`src/rtl/impact_access_sequencer.sv`:
```
// Byte-level SRAM access sequencer for the IMPACT head: accepts one request, walks it
// through setup, enable-pulse and hold phases, then returns a response.
// Optional build macro IMPACT_ACCESS_CNT_EN adds saturating write/read access counters.
module impact_access_sequencer #(
   parameter int SETUP_CYC = 2,
   parameter int PULSE_CYC = 4,
   parameter int HOLD_CYC  = 1,
   parameter int CNT_W     = 4
) (
   input  logic        clk,
   input  logic        rst,
   input  logic        req_valid,
   output logic        req_ready,
   input  logic        req_we,
   input  logic [1:0]  req_bank,
   input  logic [9:0]  req_word,
   input  logic [1:0]  req_byte,
   input  logic [7:0]  req_wdata,
   output logic        rsp_valid,
   input  logic        rsp_ready,
   output logic [7:0]  rsp_rdata,
   output logic        rsp_we,
   output logic        busy,
   output logic [7:0]  sram_data_in,
   output logic [9:0]  sram_word_sel,
   output logic [1:0]  sram_bank_sel,
   output logic [1:0]  sram_byte_sel,
   output logic        sram_we,
   output logic        sram_re,
`ifdef IMPACT_ACCESS_CNT_EN
   output logic [15:0] wr_count,
   output logic [15:0] rd_count,
`endif
   input  logic [7:0]  sram_data_out
);

   // A zero-length phase would never terminate, so every phase lasts at least one cycle.
   localparam int SETUP_EFF = (SETUP_CYC < 1) ? 1 : SETUP_CYC;
   localparam int PULSE_EFF = (PULSE_CYC < 1) ? 1 : PULSE_CYC;
   localparam int HOLD_EFF  = (HOLD_CYC  < 1) ? 1 : HOLD_CYC;

   localparam logic [CNT_W-1:0] SETUP_LAST = CNT_W'(SETUP_EFF - 1);
   localparam logic [CNT_W-1:0] PULSE_LAST = CNT_W'(PULSE_EFF - 1);
   localparam logic [CNT_W-1:0] HOLD_LAST  = CNT_W'(HOLD_EFF - 1);

   typedef enum logic [2:0] {
      S_IDLE  = 3'd0,
      S_SETUP = 3'd1,
      S_PULSE = 3'd2,
      S_HOLD  = 3'd3,
      S_RESP  = 3'd4
   } state_t;

   state_t            r_state;
   state_t            w_state_nxt;
   logic [CNT_W-1:0]  r_cnt;
   logic [CNT_W-1:0]  w_cnt_nxt;
   logic [CNT_W-1:0]  w_last;
   logic              w_phase_done;
   logic              w_req_ready;
   logic              w_accept;
   logic              w_capture;
   logic              w_enter_resp;

   logic              r_we;
   logic [7:0]        r_sram_data_in;
   logic [9:0]        r_sram_word_sel;
   logic [1:0]        r_sram_bank_sel;
   logic [1:0]        r_sram_byte_sel;
   logic              r_sram_we;
   logic              r_sram_re;
   logic              r_rsp_valid;
   logic [7:0]        r_rsp_rdata;
   logic              r_rsp_we;
   logic              r_busy;

   logic              w_sram_we_nxt;
   logic              w_sram_re_nxt;
   logic              w_rsp_valid_nxt;
   logic [7:0]        w_rsp_rdata_nxt;
   logic              w_rsp_we_nxt;
   logic              w_busy_nxt;

   assign w_req_ready = (r_state == S_IDLE) & ~rst;
   assign w_accept    = w_req_ready & req_valid;

   // State register.
   always_ff @(posedge clk) begin
      if (rst) begin
         r_state <= S_IDLE;
      end else begin
         r_state <= w_state_nxt;
      end
   end

   // Next-state and phase-counter logic.
   always_comb begin
      w_state_nxt = r_state;
      w_last      = SETUP_LAST;
      case (r_state)
         S_SETUP: w_last = SETUP_LAST;
         S_PULSE: w_last = PULSE_LAST;
         S_HOLD:  w_last = HOLD_LAST;
         default: w_last = SETUP_LAST;
      endcase
      w_phase_done = (r_cnt == w_last);
      case (r_state)
         S_IDLE: begin
            if (w_accept) begin
               w_state_nxt = S_SETUP;
            end else begin
               w_state_nxt = S_IDLE;
            end
         end
         S_SETUP: begin
            if (w_phase_done) begin
               w_state_nxt = S_PULSE;
            end else begin
               w_state_nxt = S_SETUP;
            end
         end
         S_PULSE: begin
            if (w_phase_done) begin
               w_state_nxt = S_HOLD;
            end else begin
               w_state_nxt = S_PULSE;
            end
         end
         S_HOLD: begin
            if (w_phase_done) begin
               w_state_nxt = S_RESP;
            end else begin
               w_state_nxt = S_HOLD;
            end
         end
         S_RESP: begin
            if (rsp_ready) begin
               w_state_nxt = S_IDLE;
            end else begin
               w_state_nxt = S_RESP;
            end
         end
         default: w_state_nxt = S_IDLE;
      endcase
      if ((w_state_nxt != r_state) || (r_state == S_IDLE)) begin
         w_cnt_nxt = {CNT_W{1'b0}};
      end else begin
         w_cnt_nxt = r_cnt + CNT_W'(1);
      end
   end

   // Output decode from the upcoming state so every output comes straight from a flop.
   always_comb begin
      w_capture       = (r_state == S_PULSE) & w_phase_done;
      w_enter_resp    = (r_state == S_HOLD) & w_phase_done;
      w_sram_we_nxt   = (w_state_nxt == S_PULSE) & r_we;
      w_sram_re_nxt   = (w_state_nxt == S_PULSE) & ~r_we;
      w_rsp_valid_nxt = (w_state_nxt == S_RESP);
      w_busy_nxt      = (w_state_nxt != S_IDLE);
      if (w_capture) begin
         w_rsp_rdata_nxt = r_we ? 8'h00 : sram_data_out;
      end else begin
         w_rsp_rdata_nxt = r_rsp_rdata;
      end
      if (w_enter_resp) begin
         w_rsp_we_nxt = r_we;
      end else begin
         w_rsp_we_nxt = r_rsp_we;
      end
   end

   // Output, request-latch and phase-counter registers.
   always_ff @(posedge clk) begin
      if (rst) begin
         r_cnt           <= {CNT_W{1'b0}};
         r_we            <= 1'b0;
         r_sram_data_in  <= 8'h00;
         r_sram_word_sel <= 10'h000;
         r_sram_bank_sel <= 2'b00;
         r_sram_byte_sel <= 2'b00;
         r_sram_we       <= 1'b0;
         r_sram_re       <= 1'b0;
         r_rsp_valid     <= 1'b0;
         r_rsp_rdata     <= 8'h00;
         r_rsp_we        <= 1'b0;
         r_busy          <= 1'b0;
      end else begin
         r_cnt       <= w_cnt_nxt;
         r_sram_we   <= w_sram_we_nxt;
         r_sram_re   <= w_sram_re_nxt;
         r_rsp_valid <= w_rsp_valid_nxt;
         r_rsp_rdata <= w_rsp_rdata_nxt;
         r_rsp_we    <= w_rsp_we_nxt;
         r_busy      <= w_busy_nxt;
         // Select/data pins only move on a new accept and hold their value while idle.
         if (w_accept) begin
            r_we            <= req_we;
            r_sram_data_in  <= req_wdata;
            r_sram_word_sel <= req_word;
            r_sram_bank_sel <= req_bank;
            r_sram_byte_sel <= req_byte;
         end
      end
   end

`ifdef IMPACT_ACCESS_CNT_EN
   logic [15:0] r_wr_count;
   logic [15:0] r_rd_count;

   // Saturating per-direction access counters, bumped on entry to RESP.
   always_ff @(posedge clk) begin
      if (rst) begin
         r_wr_count <= 16'h0000;
         r_rd_count <= 16'h0000;
      end else if (w_enter_resp) begin
         if (r_we && (r_wr_count != 16'hFFFF)) begin
            r_wr_count <= r_wr_count + 16'd1;
         end
         if (!r_we && (r_rd_count != 16'hFFFF)) begin
            r_rd_count <= r_rd_count + 16'd1;
         end
      end
   end

   assign wr_count = r_wr_count;
   assign rd_count = r_rd_count;
`endif

   assign req_ready     = w_req_ready;
   assign rsp_valid     = r_rsp_valid;
   assign rsp_rdata     = r_rsp_rdata;
   assign rsp_we        = r_rsp_we;
   assign busy          = r_busy;
   assign sram_data_in  = r_sram_data_in;
   assign sram_word_sel = r_sram_word_sel;
   assign sram_bank_sel = r_sram_bank_sel;
   assign sram_byte_sel = r_sram_byte_sel;
   assign sram_we       = r_sram_we;
   assign sram_re       = r_sram_re;

endmodule

```
`config.mk`:
```
export PLATFORM = sky130hd
export DESIGN_NAME = impact_access_sequencer
export DESIGN_NICKNAME = d
export VERILOG_FILES = /design/src/rtl/impact_access_sequencer.sv
export SDC_FILE = /design/constraint.sdc
export NUM_CORES = 1
export LEC_CHECK = 0
export ABC_CLOCK_PERIOD_IN_PS = 1750
export CELL_PAD_IN_SITES_DETAIL_PLACEMENT = 0
export CELL_PAD_IN_SITES_GLOBAL_PLACEMENT = 1
export CORE_UTILIZATION = 28
export CTS_BUF_LIST = sky130_fd_sc_hd__clkbuf_8
export DETAILED_ROUTE_END_ITERATION = 6
export PLACE_DENSITY = 0.86
export SLEW_MARGIN = 0
export SYNTH_ARGS = -nofsm -noshare
export SYNTH_HDL_FRONTEND = slang
export SYNTH_SLANG_ARGS = --single-unit
export TNS_END_PERCENT = 50
```
`constraint.sdc`:
```
create_clock -name clk -period 1.75 [get_ports clk]
set_clock_uncertainty 0.2 [all_clocks]
set_input_delay 0.175 -clock clk [delete_from_list [all_inputs] [get_ports clk]]
set_output_delay 0.175 -clock clk [all_outputs]
set_load 0.01 [all_outputs]
```
==> After elaboration in Yosys (flattened, before gate mapping) <==
Cells that the tools add are included.
{ "op_classes": {"n_addsub": 1, "n_reduce_logical": 4, "eq_ne": 8, "bitwise_logic": 8, "muxes": 8} }
{ "ops": {"columns": ["cell", "count"], "rows": [
  ["$pmux 3 s5", 1],
  ["$eq 3x2->1 const B", 3],
  ["$mux 8", 1],
  ["$and 1x1->1", 6],
  ["$eq 3x3->1 const B", 2],
  ["$mux 3", 2],
  ["$add 4x1->4 const B", 1],
  ["$eq 4x4->1", 1],
  ["$pmux 2 s2", 1],
  ["$eq 3x1->1 const B", 1],
  ["$logic_not 3->1", 1],
  ["$ne 3x3->1", 1],
  ["$reduce_bool 3->1", 1],
  ["$mux 1", 2],
  ["$mux 2", 1],
  ["$not 1->1", 2],
  ["$reduce_or 2->1", 1],
  ["$logic_or 1x1->1", 1]
]} }
{ "word_totals": {"reg_bits": 43, "out_inout_bits": 36, "wordCells": 42, "input_bits": 35} }

==> Depth between registers and ports, before layout <==
{ "logic_depth": {"ltp_word": 8, "mapped_depth": 6, "ltp_nobuf": 4} }

==> Worst setup path after synthesis <==
No wires, ideal clock.
{ "synth_timing": {"kind": "flip-flop to flip-flop", "start": "reg r_cnt[1]", "end": "reg r_rsp_we, in the netlist rsp_we", "setup_time_ps": 128, "period_less_slack_ps": 1876, "required_time_ps": 1422, "stages_incl_launch_ff": 6, "arrival_time_ps": 1548, "n_path_buf": 1, "path_slack_ps": -126, "cell_sequence": "dfxtp_1 buf_6 or4b_4 or3_4 mux2i_1 nor2_1"} }
{ "synth_between": {"elab_chain_cells": 2} }
{ "synth_lines": {"columns": ["element", "line_no", "rtl"], "rows": [
  ["from (decl)", "56", "logic [CNT_W-1:0] r_cnt;"],
  ["from (signal assigned)", "175", "r_cnt <= {CNT_W{1'b0}};"],
  ["from (signal assigned)", "188", "r_cnt <= w_cnt_nxt;"],
  ["$eq 4x4->1", "106", "w_phase_done = (r_cnt == w_last);"],
  ["$and 1x1->1", "155", "w_enter_resp = (r_state == S_HOLD) & w_phase_done;"],
  ["to (signal assigned)", "193", "r_rsp_we <= w_rsp_we_nxt;"],
  ["to (decl)", "74", "logic r_rsp_we;"]
]} }
Every way passes these cells.
A chain may end at the register's enable or synchronous reset.

==> Final worst setup path <==
Same ends and word-level chain as after synthesis.

==> metrics.md <==
| Metric | Value |
|---|---|
| Comb pwr share | between 15 and 20% |
| Endpoints failing setup | 0 |
| Internal power | 0.001550 W |
| Post-layout util | 47.42% |
| Nets | roughly 320 |
| Fin. max-slew vios | 0 |
| Mapped Cells | 207 |
| Ant diodes | 0 |
| Worst stage delay on the critical path | around 0.54 ns |
| Leakage power | ~0.95 nW |
| Arrival time worst endpoint | 1.71 ns |
| Num CTS Buffers | 5 |
| Drt via density | 4.556 |
| Sequential fraction of the synthesis area | 51.00% |
| Synth unique cells | 35 |
| Crit path launch | r_cnt[1] |
| Netlist Area Pre-Place | 1688 um^2 |
| Pwr Density | around 760 nW/um^2 |
| # H-tree levels | 2 |
| Critical-path top delay cell | or4b_4 |
| Std-Cell Rows | 27 |
| Worst slew pin tran | 0.4131 ns |
| IO Pins | 71 |
| Synth area leader | dfxtp_1 |
| Share of the synthesized area in the top cell type | 51.00% |
| Vias in the first global route | 1,489 |
| FF-to-FF setup slack | 0.01 ns |
| Die area | about 6300 um^2 |
| DRT Wirelength | 4.273 mm |
| Gpl congestion | a little over 0.8 |
| Max Cap Viol | 0 |
| Peak supply drop | 0.0002686 V |
| Die Y | 79.64 um |
| Clock buffer depth | 2 |
| Placed cell areas | 2552 um^2 |
| Post-Syn Nets | 243 |
| Min-Delay Endpoint | sram_word_sel[3] |
| Clock latency on the worst-skew pair | 0.28 ns |
| Crit start category | flip-flop |
| RSZ-0062 raised after global routing | true |
| Hold-fix buffers, CTS | 0 |
| CP Class | flip-flop to flip-flop |
| Post-DRT Antenna Nets | 0 |
| Max Freq | 0.5751 GHz |
| RR Startpoint | r_cnt[1] |
| Share of layout cells above drive strength 1 | around 11% |
| WL per Instance | around 12 um |
| Clock power frac | 33.2% |
| Reg clk slew, reported paths | approximately 0.080 ns |
| CP Max Fanout | 3 |
| Width of the die | 79.64 um |
| Final worst-path cycle share | 99.36% |
| Residual DRC | 0 |
| Area delta synth->final | 58.49% |
| Switching share of total power | about a quarter |
| Status | finished clean |
| P_sw | 0.0004722 W |
| Synthesized flop and latch total | 43 |
| Slew margin rel. | between 70% and 80% |
| Nature of the critical path endpoint | flip-flop |
| CTS Sinks | 43 |
| Design area | roughly 2700 um^2 |
| Final hold violation count | 0 |
| Multi-input gate area | 772.0 um^2 |
| Initial antenna violation count | 0 |
| Hpwl dp | around 2.9 mm |
| Gr usage total | 14.05% |
| GRT overflow | 0 |
| FF-to-FF path depth | 4 |
| Min-delay src | req_word[3] |
| Yosys warnings | 0 |
| CTS tree | yes |
| Crit path buffers/inverters | 0 |
| Core Footprint | 5642 um^2 |
| Avg Cell Area, Syn | 8.154 um^2 |
| DRT iter0 DRCs | 51 |
| Clk root buf | clkbuf_8 |
| Final Critical Period | 1.739 ns |
| Flop pwr share | 51.3% |
| Largest net degree at the start of global routing | 39 |
| Worst min-delay path category | input pin to flip-flop |
| PortBufs | 70 |
| Hold Crit Depth | 3 |
| Starting Density | 29.92% |
| # fillers | 575 |
| Via count | around 1,600 |
| Crit path cell chain | or4b_4 -> or3_4 -> mux2i_1 -> nor2_1 |
| First-pass GRT wire length | 6.837 mm |
| Reg-to-Reg End | rsp_we |
| Synth top area cells | dfxtp_1 51%, nand2_1 12%, a21oi_1 10% |
| Setup_tns | 0 ns |
| Register area | 864.6 um^2 |
| DRT Pass-1 Iters | 4 |
| Critical Path RT | 1.72 ns |
| CP top delay family | simple AND/OR/NAND/NOR gates |
-- per-layer routing --
layer | GRT usage [%] | vias up | share of wire [%]
li1 | - | 851 | -
met1 | 18.67 | 715 | 48
met2 | 21.45 | 60 | 45
met3 | 2.743 | 5 | 6.2
met4 | 7.091 | 0 | 1.6
met5 | 0 | - | 0
-- per-stage QoR --
step / power [W] / hold WS [ns] / cells / setup slack, ns
2_1_floorplan: 0.001188 / 0.1110 / 207 / -0.08647
3_3_place_gp: 0.001371 / 0.2425 / 349 / -0.1213
3_5_place_dp: 0.001373 / 0.2456 / 349 / -0.1821
4_1_cts: 0.002058 / 0.2152 / 357 / 0.006646
5_1_grt: 0.002136 / 0.2272 / 358 / -0.06488
6_report: 0.002023 / 0.2264 / 358 / 0.01122
-- worst min-delay path, delay by kind of cell --
family	cells	cell delay (ns)
AOI/OAI and AO/OA	1	0.05
buffers and inverters	1	0.39
and+or+nand+nor	1	0.06
-- power by group through the flow --
stage,sequential [W],combinational [W],clock (W)
2_1_floorplan,0.00107,0.000121,0
3_3_place_gp,0.00106,0.000312,0
3_5_place_dp,0.00106,0.000313,0
4_1_cts,0.00104,0.000313,0.000707
5_1_grt,0.00104,0.000344,0.000749
6_report,0.00104,0.000314,0.000672
-- state kept, by name (all words and copies together) (netlist names) --
| signal | flops |
|---|---|
| r_we | 1 |
| sram_we | 1 |
| busy | 1 |
| sram_word_sel | 10 |
| r_state | 3 |
| rsp_valid | 1 |
| sram_byte_sel | 2 |
| sram_re | 1 |
| sram_data_in | 8 |
| sram_bank_sel | 2 |
| r_cnt | 4 |
| rsp_we | 1 |
| rsp_rdata | 8 |
-- placed cells by master, fill, tap and decap left out, types with 2 or more instances in the layout --
cell type        count
clkdlybuf4s50_1     69
nand2_1             56
dfxtp_1             40
a21oi_1             35
buf_4               13
nor2_1              11
nand3_1              9
clkbuf_8             7
nor3b_1              4
inv_1                3
nor3_1               3
dfxtp_2              3
o211ai_1             2
or4b_4               2
nand4_1              2
xnor2_1              2
mux2i_1              2
buf_12               2
-- how the worst max path moves through the flow --
stage	cells past startpoint	slack [ns]	end
final	4	0.01	rsp_we
after global routing	4	-0.06	rsp_we
after CTS	4	0.007	rsp_we
after detailed placement	5	-0.18	r_cnt[3]
after global placement	5	-0.12	r_cnt[3]
after floorplan	5	-0.09	rsp_we
-- cells in the mapped netlist --
cell type  count
buf_1          2
nor4_1         1
nand4_1        2
nor3_1         4
o21ai_0        3
clkbuf_1       9
o311ai_0       1
o21bai_1       1
dfxtp_1       43
xor2_1         1
and2_1         1
clkinv_1       1
a31oi_1        1
nor3b_2        1
nor2b_1        1
mux2i_1        2
nor4b_1        1
nor2_1        11
xnor2_1        2
o211ai_1       2
buf_6          1
nor4bb_1       1
or3_4          1
nor3b_1        4
a311oi_1       1
inv_1          2
ha_1           1
or4b_2         1
nand2_1       56
nand3_1        9
nand2b_1       1
buf_2          2
or4b_4         1
o21a_1         1
a21oi_1       35
-- kinds of logic (layout without fill, tap and decap cells) --
family	after synthesis	after routing	share of synthesized area, %
AND/OR/NAND/NOR	96	96	26.69
AO/OA/AOI/OAI	45	45	14.46
flip-flops	43	43	51.00
buffers and inverters	17	96	4.374
XOR/XNOR	3	3	1.557
multiplexers	2	2	1.186
adder cells (fa/ha/maj)	1	1	0.7412
-- final cells by class --
type                       count  share of cell area (%)
tap                           72                   3.368
sequential                    43                   32.32
clock buffer                   7                   3.601
multi-input combinational    147                   28.86
clock inverter                 1                  0.1403
timing repair buffer          85                   31.29
inverter                       3                  0.4210
-- what timing repair did --
item                                    4_1_cts  5_1_grt
gates cloned                                  0        0
pin swaps                                     1        2
buffers inserted                              0        1
gates resized for setup                       4        6
endpoints found under the setup margin        6       16
Power figures use the tool's default switching activity.
